<file path="src/rtl/seq_det_prog.sv">
// ---------------------------------------------------------------------------
// seq_det_prog
//
// Programmable serial pattern detector. A pattern of 2..PAT_W bits is held in
// a register and compared against the most recently sampled serial bits.
// Each match produces a one-cycle registered pulse on det_o. Detection can
// either allow successive matches to share bits (overlapping) or require
// every match to be built from fresh bits (non-overlapping).
//
// An optional saturating match counter is built only when the macro
// SEQ_DET_PROG_CNT_EN is defined. Without it, match_cnt is a constant zero,
// count_clr is ignored and no counter flops exist.
//
// Parameters
//   PAT_W    maximum pattern length in bits (2..16)
//   CNT_W    match counter width
//   PAT_RST  pattern loaded by reset (only the low PAT_W bits are used)
//   LEN_RST  pattern length loaded by reset (clipped to 2..PAT_W)
//
// Ports
//   clock       in   1      sole clock, rising edge
//   reset_n     in   1      asynchronous active-low reset
//   seq_in      in   1      serial data bit
//   in_valid    in   1      seq_in is sampled this cycle
//   overlap_en  in   1      1 = overlapping, 0 = non-overlapping detection
//   pat_load    in   1      load pat_value / pat_len this cycle
//   pat_value   in   PAT_W  pattern, bit [len-1] is received first
//   pat_len     in   5      requested pattern length
//   count_clr   in   1      synchronous clear of match_cnt
//   det_o       out  1      registered one-cycle match pulse
//   match_cnt   out  CNT_W  saturating match count
// ---------------------------------------------------------------------------
module seq_det_prog #(
    parameter int          PAT_W   = 8,
    parameter int          CNT_W   = 8,
    parameter logic [15:0] PAT_RST = 16'h0005,
    parameter int          LEN_RST = 3
) (
    input  logic             clock,
    input  logic             reset_n,
    input  logic             seq_in,
    input  logic             in_valid,
    input  logic             overlap_en,
    input  logic             pat_load,
    input  logic [PAT_W-1:0] pat_value,
    input  logic [4:0]       pat_len,
    input  logic             count_clr,
    output logic             det_o,
    output logic [CNT_W-1:0] match_cnt
);

    // Wide enough to hold the value PAT_W itself, since fill and length
    // both range up to and including PAT_W.
    localparam int LEN_W = $clog2(PAT_W + 1);

    // Reset length gets the same clipping as a run-time load.
    localparam int LEN_RST_CLIP = (LEN_RST < 2)     ? 2     :
                                  (LEN_RST > PAT_W) ? PAT_W : LEN_RST;

    localparam logic [LEN_W-1:0] LEN_RST_V = LEN_W'(LEN_RST_CLIP);
    localparam logic [PAT_W-1:0] PAT_RST_V = PAT_RST[PAT_W-1:0];

    logic [PAT_W-1:0] pat_q,  pat_d;
    logic [LEN_W-1:0] len_q,  len_d;
    logic [PAT_W-1:0] hist_q, hist_d;
    logic [LEN_W-1:0] fill_q, fill_d;
    logic             det_q,  det_d;

    logic [LEN_W-1:0] len_load;
    logic [PAT_W-1:0] len_mask;
    logic [PAT_W-1:0] hist_shift;
    logic [LEN_W-1:0] fill_inc;
    logic             match;

    // Clip the requested length into the legal 2..PAT_W window. pat_len is
    // five bits wide so it can ask for more than PAT_W; it is compared as
    // an integer before being narrowed to avoid losing the upper bits.
    always_comb begin
        len_load = len_q;
        if (pat_len < 5'd2) begin
            len_load = LEN_W'(2);
        end else if (int'(pat_len) > PAT_W) begin
            len_load = LEN_W'(PAT_W);
        end else begin
            len_load = LEN_W'(pat_len);
        end
    end

    // Thermometer mask selecting the low len_q bits of history and pattern,
    // so only the active part of the pattern takes part in the compare.
    always_comb begin
        len_mask = '0;
        for (int i = 0; i < PAT_W; i++) begin
            len_mask[i] = (i < int'(len_q));
        end
    end

    // Candidate history and fill count if the current bit is sampled. A
    // match needs the fill count to reach the pattern length, so bits
    // left over from before a load, reset or non-overlapping match can
    // never complete a pattern.
    always_comb begin
        hist_shift = {hist_q[PAT_W-2:0], seq_in};
        fill_inc   = (fill_q < len_q) ? (fill_q + LEN_W'(1)) : len_q;
        match      = 1'b0;
        if (!pat_load && in_valid && (fill_inc == len_q) &&
            (((hist_shift ^ pat_q) & len_mask) == '0)) begin
            match = 1'b1;
        end
    end

    // Next-state selection. A pattern load takes priority and discards the
    // sampled bit of that cycle; otherwise a valid bit shifts into history.
    // On a match the fill count either stays full (the pattern's tail can
    // start the next match) or restarts from zero (no shared bits).
    always_comb begin
        pat_d  = pat_q;
        len_d  = len_q;
        hist_d = hist_q;
        fill_d = fill_q;
        det_d  = 1'b0;
        if (pat_load) begin
            pat_d  = pat_value;
            len_d  = len_load;
            fill_d = '0;
        end else if (in_valid) begin
            hist_d = hist_shift;
            if (match) begin
                det_d  = 1'b1;
                fill_d = overlap_en ? len_q : '0;
            end else begin
                fill_d = fill_inc;
            end
        end
    end

    // Detector state registers. Reset restores the default pattern and
    // empties the history so a partial sequence cannot survive it.
    always_ff @(posedge clock or negedge reset_n) begin
        if (!reset_n) begin
            pat_q  <= PAT_RST_V;
            len_q  <= LEN_RST_V;
            hist_q <= '0;
            fill_q <= '0;
            det_q  <= 1'b0;
        end else begin
            pat_q  <= pat_d;
            len_q  <= len_d;
            hist_q <= hist_d;
            fill_q <= fill_d;
            det_q  <= det_d;
        end
    end

    assign det_o = det_q;

`ifdef SEQ_DET_PROG_CNT_EN

    logic [CNT_W-1:0] cnt_q, cnt_d;

    // Saturating match counter. A clear coinciding with a match leaves the
    // count at one so that match is not lost. Pattern loads never produce
    // a match, so they leave the count untouched.
    always_comb begin
        cnt_d = cnt_q;
        if (count_clr) begin
            cnt_d = match ? CNT_W'(1) : '0;
        end else if (match && (cnt_q != {CNT_W{1'b1}})) begin
            cnt_d = cnt_q + CNT_W'(1);
        end
    end

    // Counter register.
    always_ff @(posedge clock or negedge reset_n) begin
        if (!reset_n) begin
            cnt_q <= '0;
        end else begin
            cnt_q <= cnt_d;
        end
    end

    assign match_cnt = cnt_q;

`else

    // Counter omitted: the output is a constant and the clear input is
    // deliberately left without a load.
    logic unused_count_clr;
    assign unused_count_clr = count_clr;
    assign match_cnt        = '0;

`endif

endmodule

</file>
<file path="config.mk">
export PLATFORM = sky130hd
export DESIGN_NAME = seq_det_prog
export DESIGN_NICKNAME = d
export VERILOG_FILES = /design/src/rtl/seq_det_prog.sv
export SDC_FILE = /design/constraint.sdc
export NUM_CORES = 1
export LEC_CHECK = 0
export BUFFER_PORTS_ARGS = -buffer_cell sky130_fd_sc_hd__buf_2
export CAP_MARGIN = 20
export CORE_ASPECT_RATIO = 1.4
export CORE_MARGIN = 2
export CORE_UTILIZATION = 45
export CTS_CLUSTER_DIAMETER = 40
export DETAILED_ROUTE_END_ITERATION = 10
export PLACE_DENSITY = 0.64
export SETUP_SLACK_MARGIN = 0.2
export SLEW_MARGIN = 40
export SYNTH_ARGS = -nofsm -noshare
export SYNTH_HDL_FRONTEND = slang
export SYNTH_SLANG_ARGS = --single-unit
</file>
<file path="constraint.sdc">
create_clock -name clock -period 2.82 [get_ports clock]
set_clock_uncertainty 0.2 [all_clocks]
set_input_delay 0 -clock clock [delete_from_list [all_inputs] [get_ports clock]]
set_output_delay 0 -clock clock [all_outputs]
set_load 0.005 [all_outputs]
</file>
==> run summary <==
In this design, the stage delay of the slowest critical-path cell is 0.68 ns. The flow ran to the end, and the final reports show no timing, DRC or antenna violations. The data required time of the critical path is 2.77 ns.

Buffers added to address setup during post-CTS repair amount to 0. TritonCTS built the clock tree. After detailed placement, the total cell area comes to 0.00152 mm^2. The worst register-to-register path begins at len_q[3]$_DFFE_PN0P_.

Data arrives at the worst endpoint at 2.38 ns. The first global-routing pass estimated 5090 um of wire. The main flop type after synthesis was dfrtp_1. The share of cells above drive strength 1 was 0.282. Across the run, the number of max-cap violations was 0.

Post-route total power: 0.000989 W. After detailed placement, the design holds a cell count of 190. The congestion estimate from routability-driven global placement came to 0.860.

The number of antenna diodes in the final layout is 0. For the total number of placement rows, the log shows 24. For the number of warnings issued by yosys, the log shows 0.

Dividing the detail-routed wire length by the instance count gives 13.4 um. The total overflow left after global routing is 0. The critical path goes through inv_2 -> ha_1 -> a21oi_1 -> o21ai_0 -> inv_1 -> o21a_1 -> nor3_2 -> a221o_2. For this design the top-level I/O count stands at 29.

The netlist uses 40 different library cells. The leakage power is 0.740 nW. met2 is the most crowded layer. The tools report the initial antenna violation count as 0. The area used by sequential logic in the layout is 606 um^2, and the synthesized-area fraction occupied by xor and xnor cells is 0.0658. The largest family of logic cells by synthesized area is simple AND/OR/NAND/NOR gates.

The sequential fraction of the synthesis area is 0.414, and the total number of nets in the final design is 199. Setup repair after global routing left no endpoint under its margin. The count of hold buffers inserted by post-cts repair was 19.

Fraction of synthesis flops using an asynchronous set or reset pin: 1.00. The multi-input logic area came out at 751 um^2. For the pin with the worst max-slew slack, the measured transition is 0.528 ns.

Post-synthesis share of cell area spent on full adders, half adders and majority gates: 0.0342. The start-to-end type of the worst setup path is reg -> reg. The worst hold path begins at pat_load. Derived from the worst setup path, the maximum achievable clock frequency is 0.412 GHz. The routed design could run at a clock period as short as 2.43 ns. The biggest fanout along the worst timing path came out at 12. The via-per-instance ratio works out to 5.26.

Counting every instance in the synthesized netlist gives 140. The worst min-delay path class was in -> reg. The tools report the met1 track demand over resource in global routing as 0.195.

The most critical setup path has its startpoint at len_q[3]$_DFFE_PN0P_. The basic-gate share of the synthesized area counting and, or, nand and nor cells was 0.139; the multiplexer area fraction after synthesis was 0.115. Number of fillers in the final layout: 284. The number of synthesized flops with an enable pin works out to 0.

The run gives 0 as the DRC violation count after routing. The final sum of negative setup slack was 0 ns; the largest net degree at the start of global routing was 25. After clock tree synthesis, the clock-pin slew on the worst setup and hold paths is 0.08 ns.

The total of flip-flops plus latches after synthesis was 24; the final number of setup-violating endpoints was 0. CTS placed an instance of clkbuf_8 at the clock tree root. Once layout is complete, the cells apart from fillers number 213. The worst slack on hold paths is 0.00755 ns, and the die footprint is 0.00373 mm^2.

The maximum level of the CTS H-tree is 1. Dividing total power by cell area gives a power density of 559 mW/mm^2. Compound-gate portion of the synthesized area: 0.138.

The number of nets with antenna violations after detailed routing came out at 0. Placed wire-length estimate: 2010 um. The logs give 3 for the clock buffer count from CTS and 12 for the number of DRC markers after the initial detailed-route iteration. Along the worst hold path, the cell count comes to 2. In this run the horizontal extent of the chip is 52.2 um. The tools report the number of hold violations in the final report as 0.

The run gives 0.26 ns as the clock insertion delay at the later pin of the skew report. The total core area was 0.00312 mm^2. The cell area that synthesis handed to floorplanning was 0.00146 mm^2. The tools report the highest ir drop seen on vdd as 442 uV. STA classifies the critical path startpoint as a flop.

The vertical die dimension works out to 71.5 um. Counting along the longest clock path gives a buffer depth of 2. In this run the critical register-to-register path is captured at fill_q[0]$_DFFE_PN0P_. The via count was 1121. The met3 track demand over resource in global routing was 0.0208. The first detailed-routing pass took 4 iterations. The initial standard-cell utilization of the core was 0.469. For the worst flop-to-flop path, the logic depth is 8. The finished cells cover 0.00177 mm^2. The tools report the category of the worst setup path capture point as a flop. The met2 usage in global routing is 0.333, and the number of buffers added on ports is 19. The number of gates resized after cts came out at 0. The final period utilization works out to 0.860. Max-slew violation count: 0. The capturing instance or port of the critical path was fill_q[0]$_DFFE_PN0P_. The number of global-route vias before repair is 1218, and the synthesized area per cell is 10.5 um^2. On the critical path, the stage with the largest delay is an instance of dfrtp_1. The final layout contains routed wiring with a total length of 2850 um. The area growth from synthesis to layout is 20.8%. The worst slew margin relative to its limit came out at 0.648.

The global-route usage over all layers is 0.178. The setup check on the worst reg-to-reg path leaves a slack of 0.39 ns. The tools report the number of sinks on the clock net as 24.
-- metrics by stage --
| step | worst slack, ns | util |
|---|---|---|
| floorplan | 0.650 | - |
| CTS | 0.399 | 0.566 |
| global route | 0.228 | 0.566 |
| global placement | 0.448 | 0.488 |
| finish | 0.395 | 0.566 |
| detailed placement | 0.414 | 0.488 |
-- cells by family (layout without fill, tap and decap cells) --
logic type                 count (synthesis)  after routing
buffers and inverters                     21             48
muxes                                     15             15
adders and majority gates                  4              4
other                                      1              8
DFF                                       24             24
and+or+nand+nor                           36             36
AOI/OAI and AO/OA                         28             28
xor gates and xnor gates                  11             11
-- cell type report --
| type | instances | share of cell area |
|---|---|---|
| multi-input combinational | 102 | 0.425 |
| sequential | 24 | 0.343 |
| timing repair buffer | 38 | 0.161 |
| clock buffer | 4 | 0.0311 |
| tap | 39 | 0.0276 |
| inverter | 6 | 0.0127 |
-- critical path: cells and delay by family (launching register included) --
| family | cells | cell delay (ns) |
|---|---|---|
| compound gates | 4 | 0.87 |
| fa+ha+maj | 1 | 0.30 |
| buf+inv | 2 | 0.17 |
| flops | 1 | 0.68 |
| simple gates | 1 | 0.08 |
-- cell usage after synthesis, drive strengths merged (2+ instances only) --
library cell  count  area (um^2)
o22ai             2         12.5
buf              14          108
a21oi             8         40.0
nand2b            4         25.0
dfrtp            20          500
ha                4         50.1
o221ai            2         23.8
nand3             3         15.0
nand2             8         30.0
nor3b             4         30.0
xor2              4         35.0
nor3              3         31.3
a221o             3         31.3
xnor2             7         61.3
o21ai             6         30.0
mux2             15          169
nor2              9         33.8
dfstp             4          105
o2111ai           2         17.5
inv               6         22.5
-- registers in the layout, indices dropped and copies added (netlist names) --
| register | count |
|---|---|
| pat_q | 8 |
| hist_q | 7 |
| fill_q | 4 |
| len_q | 4 |
| det_o | 1 |
-- metal layers --
metal	part of all wire	routed length, um
met1	0.40	1150
met4	0.032	90
met2	0.55	1560
met3	0.019	53
met5	0	0
-- worst min path at each step --
stage	to	slack [ns]
floorplan	det_o$_DFF_PN0_	-0.50
global placement	hist_q[0]$_DFFE_PN0P_	-0.20
detailed placement	hist_q[1]$_DFFE_PN0P_	-0.19
CTS	len_q[2]$_DFFE_PN0P_	0.002
global route	fill_q[2]$_DFFE_PN0P_	0.03
finish	len_q[2]$_DFFE_PN0P_	0.008
-- placed cells by master (no fill, tap or decap), types with 3 or more instances in the layout --
cell type,netlist,layout
nand2_1,8,8
dfstp_2,4,4
nor3b_1,4,4
ha_1,4,4
inv_1,5,5
nor2_1,9,9
nand2b_1,4,4
a21oi_1,8,8
clkbuf_8,0,4
conb_1,1,8
o21ai_0,6,6
mux2_2,15,15
dfrtp_1,20,20
dlygate4sd3_1,0,19
nand3_1,3,3
xnor2_1,7,7
xor2_1,4,4
buf_2,2,19
-- power breakdown --
part           total (W)  switching, W  internal (W)
sequential      0.000484     0.0000732      0.000411
clock           0.000230      0.000105      0.000125
combinational   0.000276      0.000118      0.000157
Power figures use the tool's default switching activity.
